==> src/rtl/fifo_loader.sv <==
// Fetches DEPTH consecutive words from a stalling memory (one read in flight) and
// shifts them into a delay buffer. Define FIFO_LOADER_STALL_CNT_EN to add a stall counter.
module fifo_loader #(
  parameter int DEPTH  = 8,
  parameter int BITS   = 64,
  parameter int ADDR_W = 32
) (
  input  logic              clk,
  input  logic              rst_n,
  input  logic              start,
  input  logic [ADDR_W-1:0] base_addr,
  output logic [ADDR_W-1:0] mem_address,
  output logic              mem_read,
  input  logic              mem_waitrequest,
  input  logic [BITS-1:0]   mem_readdata,
  input  logic              mem_readdatavalid,
  output logic [BITS-1:0]   fifo_d,
  output logic              fifo_en,
  output logic              busy,
`ifdef FIFO_LOADER_STALL_CNT_EN
  output logic [15:0]       stall_cnt,
`endif
  output logic              done
);

  localparam int CNT_W = $clog2(DEPTH + 1);
  localparam logic [ADDR_W-1:0] WORD_BYTES = ADDR_W'(BITS / 8);
  localparam logic [CNT_W-1:0]  LAST_IDX   = CNT_W'(DEPTH - 1);

  typedef enum logic [1:0] {
    S_IDLE = 2'd0,
    S_REQ  = 2'd1,
    S_WAIT = 2'd2,
    S_DONE = 2'd3
  } state_e;

  state_e            state_q, state_d;
  logic [ADDR_W-1:0] base_q, base_d;
  logic [CNT_W-1:0]  count_q, count_d;
  logic [BITS-1:0]   fifo_d_q, fifo_d_d;
  logic              fifo_en_q, fifo_en_d;
  logic [ADDR_W-1:0] req_addr;

  // Address is derived from the latched base and word count, so it stays put during stalls.
  assign req_addr = base_q + ADDR_W'(count_q) * WORD_BYTES;

  always_comb begin
    state_d     = state_q;
    base_d      = base_q;
    count_d     = count_q;
    fifo_d_d    = fifo_d_q;
    fifo_en_d   = 1'b0;
    mem_read    = 1'b0;
    mem_address = '0;
    case (state_q)
      S_IDLE: begin
        if (start) begin
          base_d  = base_addr;
          count_d = '0;
          state_d = S_REQ;
        end
      end
      S_REQ: begin
        mem_read    = 1'b1;
        mem_address = req_addr;
        if (!mem_waitrequest) begin
          state_d = S_WAIT;
        end
      end
      S_WAIT: begin
        if (mem_readdatavalid) begin
          fifo_d_d  = mem_readdata;
          fifo_en_d = 1'b1;
          count_d   = count_q + CNT_W'(1);
          state_d   = (count_q == LAST_IDX) ? S_DONE : S_REQ;
        end
      end
      S_DONE: begin
        state_d = S_IDLE;
      end
      default: begin
        state_d = S_IDLE;
      end
    endcase
  end

  always_ff @(posedge clk or negedge rst_n) begin
    if (!rst_n) begin
      state_q   <= S_IDLE;
      base_q    <= '0;
      count_q   <= '0;
      fifo_d_q  <= '0;
      fifo_en_q <= 1'b0;
    end else begin
      state_q   <= state_d;
      base_q    <= base_d;
      count_q   <= count_d;
      fifo_d_q  <= fifo_d_d;
      fifo_en_q <= fifo_en_d;
    end
  end

  assign fifo_d  = fifo_d_q;
  assign fifo_en = fifo_en_q;
  assign busy    = (state_q != S_IDLE);
  // The final strobe is registered on the WAIT->DONE edge, so it lands in the DONE cycle.
  assign done    = (state_q == S_DONE);

`ifdef FIFO_LOADER_STALL_CNT_EN
  logic [15:0] stall_q, stall_d;

  always_comb begin
    stall_d = stall_q;
    if (state_q == S_IDLE && start) begin
      stall_d = '0;
    end else if (mem_read && mem_waitrequest && stall_q != 16'hFFFF) begin
      stall_d = stall_q + 16'd1;
    end
  end

  always_ff @(posedge clk or negedge rst_n) begin
    if (!rst_n) begin
      stall_q <= '0;
    end else begin
      stall_q <= stall_d;
    end
  end

  assign stall_cnt = stall_q;
`endif

endmodule

==> config.mk <==
export PLATFORM = sky130hd
export DESIGN_NAME = fifo_loader
export DESIGN_NICKNAME = d
export VERILOG_FILES = /design/src/rtl/fifo_loader.sv
export SDC_FILE = /design/constraint.sdc
export NUM_CORES = 1
export LEC_CHECK = 0
export CORE_UTILIZATION = 43
export CTS_CLUSTER_SIZE = 40
export DETAILED_ROUTE_END_ITERATION = 10
export GPL_ROUTABILITY_DRIVEN = 0
export PLACE_DENSITY = 0.86
export SYNTH_ARGS = -nofsm -noshare
export SYNTH_HDL_FRONTEND = slang
export SYNTH_SLANG_ARGS = --single-unit
==> constraint.sdc <==
create_clock -name clk -period 2.9 [get_ports clk]
set_input_delay 0.435 -clock clk [delete_from_list [all_inputs] [get_ports clk]]
set_output_delay 0.435 -clock clk [all_outputs]
set_load 0.02 [all_outputs]
==> metrics.md, run 1 <==
| Metric | Value |
|---|---|
| Status | finished, final reports clean |
| Internal | 4.46 mW |
| CP max FO | 19 |
| Sw frac | 41.4% |
| Nets@finish | 848 |
| Tot Pwr | 7.62 mW |
| Vias in the first global route | 4505 |
| # H-tree levels | 3 |
| Netlist cell types | 42 |
| Peak VDD IR | 0.715 mV |
| Met2 Use GR | 40.2% |
| Bufs on Longest Clock Path | 2 |
| Chip width | 108 um |
| Synthesis Warnings | 0 |
| Syn_area_per_cell | 9.16 um^2 |
| Minimum clock period | 2850 ps |
| Met3 global-route usage | 8.26% |
| Vias/cell | 5.17 |
| P_sw | 3.15 mW |
| Synth Register Bits | 103 |
| Max stage delay on crit path | 550 ps |
| Clock Latency Late Sink | 380 ps |
| Ys async rst share | 100% |
| Worst slew margin | 52.9% |
| DRT iter0 DRCs | 267 |
| Post-Synth XOR/XNOR Area | 0.906% |
| Element type at the critical path end | output pin |
| Synth Area in Adders | 1.71% |
| Crit-path cells | nand3_2 -> or4_4 -> buf_6 -> or4_1 -> a21oi_1 -> buf_2 |
| Grt met1 use | 27.3% |
| Combinational share of power | 54.1% |
| Util after Layout | 67.7% |
| Sink Count | 103 |
| Max_cap viols | 0 |
| TritonCTS Buffers | 9 |
| Worst reg2reg setup slack | 1040 ps |
| Final Slew Violations | 0 |
| Root buf cell | clkbuf_8 |
| CP max-delay cell | or4_4 |
| Worst setup SP type | register |
| Pin count of the biggest net entering global routing | 66 |
| GRT Max-Usage Layer | met2 |
| CTS tree | yes |
| PortBufs | 200 |
| CP delay by family, top | simple AND/OR/NAND/NOR gates |
| Cells after synthesis | 528 |
| Vias | 4579 |
| Setup TNS Final | 0 ps |
| Seq pwr share | 33.6% |
| Mapped cell area | 4840 um^2 |
| Net Count, Synth | 635 |
| Ratio of cells with drive above 1 in the final layout | 15.8% |
| Antenna viol nets, final | 0 |
| Largest family of logic cells by synthesized area | simple AND/OR/NAND/NOR gates |
| Final period utilization | 98.2% |
| Pwr dens | 1030 nW/um^2 |
| Mux contribution to synthesized area | 7.53% |
| Number of remaining DRC errors | 0 |
| Seq/Total Area, Yosys | 53.3% |
| Hold Vio Cnt, Final | 0 |
| Num rows | 38 |
| Reg-to-Reg End | base_q[3]$_DFFE_PN0P_ |
| Final setup viols | 0 |
| Max Freq | 351 MHz |
| Synth Flop Type | dfrtp_1 |
| Starting Density | 44.4% |
| Compound-Gate Fraction of Synth Area | 8.12% |
| CORE AREA | 10900 um^2 |
| WL per Instance | 15.4 um |
| Top Ports | 201 |
| Pre-antenna DRT Iters | 4 |
| Number of synthesized flops with an enable pin | 0 |
| Clock network fraction of total power | 12.3% |
| HP Class | input pin to asynchronous set/reset pin |
| Die area | 11700 um^2 |
| Reg2reg path depth | 4 |
| Simple logic cell fraction of the synthesized area | 25.1% |
| Die Y | 108 um |
| Worst Tran Pin Value | 706 ps |
| Skew final | 7.48 ps |
| Drt total wl | 13600 um |
| Antenna violations before repair | 0 |
| Total GRT Usage | 23.8% |
| Total gr overflow | 0 |
| Worst Path Arrival | 2410 ps |
| First-pass GRT wire length | 21400 um |
| Area grow syn2layout | 52.4% |
| Buf/Inv on CP | 2 |
| Clock Pin Slew Worst Setup and Hold Paths | 90 ps |
| Critical Path RT | 2470 ps |
| RR Startpoint | state_q[1]$_DFFE_PN0P_ |
| LEAKAGE | 3.35 nW |
| Antenna cell count | 0 |
| Hpwl dp | 9980 um |
| Kind of critical path | register to output pin |
[worst max path at each step]
| stage | endpoint | start | depth (start not counted) |
|---|---|---|---|
| floorplan | mem_address[10] | count_q[1]$_DFFE_PN0P_ | 7 |
| global placement | mem_address[27] | base_q[7]$_DFFE_PN0P_ | 6 |
| detailed placement | mem_address[21] | base_q[7]$_DFFE_PN0P_ | 6 |
| CTS | mem_address[8] | count_q[3]$_DFFE_PN0P_ | 7 |
| global route | mem_address[21] | base_q[7]$_DFFE_PN0P_ | 6 |
| finish | mem_address[30] | base_q[7]$_DFFE_PN0P_ | 6 |
[cells in the mapped netlist (2+ instances only)]
master,number,area (um^2)
nand2_1,212,796
dfrtp_1,103,2580
mux2_2,27,304
a21oi_1,21,105
clkbuf_1,17,63.8
o21ai_0,16,80.1
or4_1,12,90.1
inv_1,11,41.3
o31ai_1,11,82.6
and2_1,9,56.3
nand3_1,9,45.0
buf_1,8,30.0
nor2_1,8,30.0
mux2i_1,6,60.1
nand4_1,6,37.5
ha_1,5,62.6
xnor2_1,5,43.8
a211oi_1,4,30.0
nand2b_1,4,25.0
a22o_1,3,26.3
and4_1,3,26.3
buf_2,3,15.0
or3_1,3,18.8
nor3_1,2,10.0
or2_2,2,12.5
or3_2,2,15.0
[layout make-up]
| type | count | area, um^2 |
|---|---|---|
| Clock buffer | 12 | 155 |
| Multi-Input combinational cell | 385 | 2180 |
| Timing Repair Buffer | 231 | 2190 |
| Tap cell | 140 | 175 |
| Sequential cell | 103 | 2580 |
| Clock inverter | 4 | 52.6 |
| Fill cell | 857 | 3520 |
| Inverter | 11 | 41.3 |
[state kept, by name (all words and copies together) (netlist names)]
register / flops
fifo_en: 1
base_q: 32
fifo_d: 64
state_q: 2
count_q: 4
[through the flow]
stage | area (um^2) | instances | setup WS, ps | hold slack (ps)
after detailed placement | 7120 | 865 | -54.5 | 463
after floorplan | 4840 | 528 | 227 | 139
after global placement | 7120 | 865 | 22.0 | 457
after CTS | 7300 | 881 | 0.642 | 103
final | 7370 | 886 | 52.7 | 76.4
after global routing | 7370 | 886 | -8.97 | 127
[cell usage in the layout (no fill, tap or decap), drive strengths merged, types with 2 or more instances in the layout]
| cell | Yosys | routed |
|---|---|---|
| a211o | 2 | 2 |
| a21oi | 21 | 21 |
| nor2 | 8 | 8 |
| and2 | 9 | 9 |
| clkdlybuf4s50 | 0 | 174 |
| nor3 | 2 | 2 |
| nand4 | 6 | 6 |
| nand2 | 212 | 212 |
| dlygate4sd2 | 0 | 3 |
| mux2 | 27 | 27 |
| nand3 | 10 | 10 |
| clkdlybuf4s15 | 0 | 4 |
| inv | 11 | 12 |
| or2 | 2 | 2 |
| dfrtp | 103 | 103 |
| or3 | 5 | 5 |
| xnor2 | 5 | 5 |
| or4 | 12 | 12 |
| ha | 5 | 5 |
| clkinv | 0 | 2 |
| o31ai | 11 | 11 |
| and4 | 3 | 3 |
| a211oi | 4 | 4 |
| buf | 12 | 47 |
| o21ai | 16 | 16 |
| clkbuf | 17 | 15 |
| a22o | 3 | 3 |
| mux2i | 6 | 6 |
| nand2b | 4 | 4 |
[power groups by stage]
stage	combinational [mW]	sequential [mW]	clock, mW
2_1_floorplan	1.63	3.02	0
3_3_place_gp	4.04	2.54	0
3_5_place_dp	4.13	2.57	0
4_1_cts	4.05	2.56	0.958
5_1_grt	4.45	2.64	1.01
6_report	4.12	2.56	0.936
[worst register-to-register path: cells and delay by family (launching register included)]
kind | cells | cell delay [ps]
simple gates | 2 | 440
mux | 1 | 410
buf+inv | 1 | 410
flops | 1 | 490
[per-layer routing]
metal  share of wire, %  vias to the layer above
li1                   -                     2178
met4                2.1                        0
met5                  0                        -
met2                 49                      205
met3                 10                       22
met1                 39                     2174
[logic make-up after synthesis]
kind of cell,Yosys count
adder cells (fa/ha/maj),6
XOR/XNOR,5
AO/OA/AOI/OAI,63
multiplexers,33
flip-flops,103
AND/OR/NAND/NOR,278
buffers and inverters,40
[repair_timing]
item	CTS	global route
gates resized for setup	85	21
pin swaps	1	1
hold buffers	0	0
buffers inserted	0	5
endpoints found under the setup margin	25	21
No activity file was read; power rests on OpenSTA's default activity.
==> run 2, diff against run 1 <==
--- a/config.mk
+++ b/config.mk
@@ -6,6 +6,7 @@
 export NUM_CORES = 1
 export LEC_CHECK = 0
 export CORE_UTILIZATION = 43
+export CTS_CLUSTER_DIAMETER = 120
 export CTS_CLUSTER_SIZE = 40
 export DETAILED_ROUTE_END_ITERATION = 10
 export GPL_ROUTABILITY_DRIVEN = 0
==> results of run 2 <==
No change in the layout: final DEF, timing and power equal those of run 1.
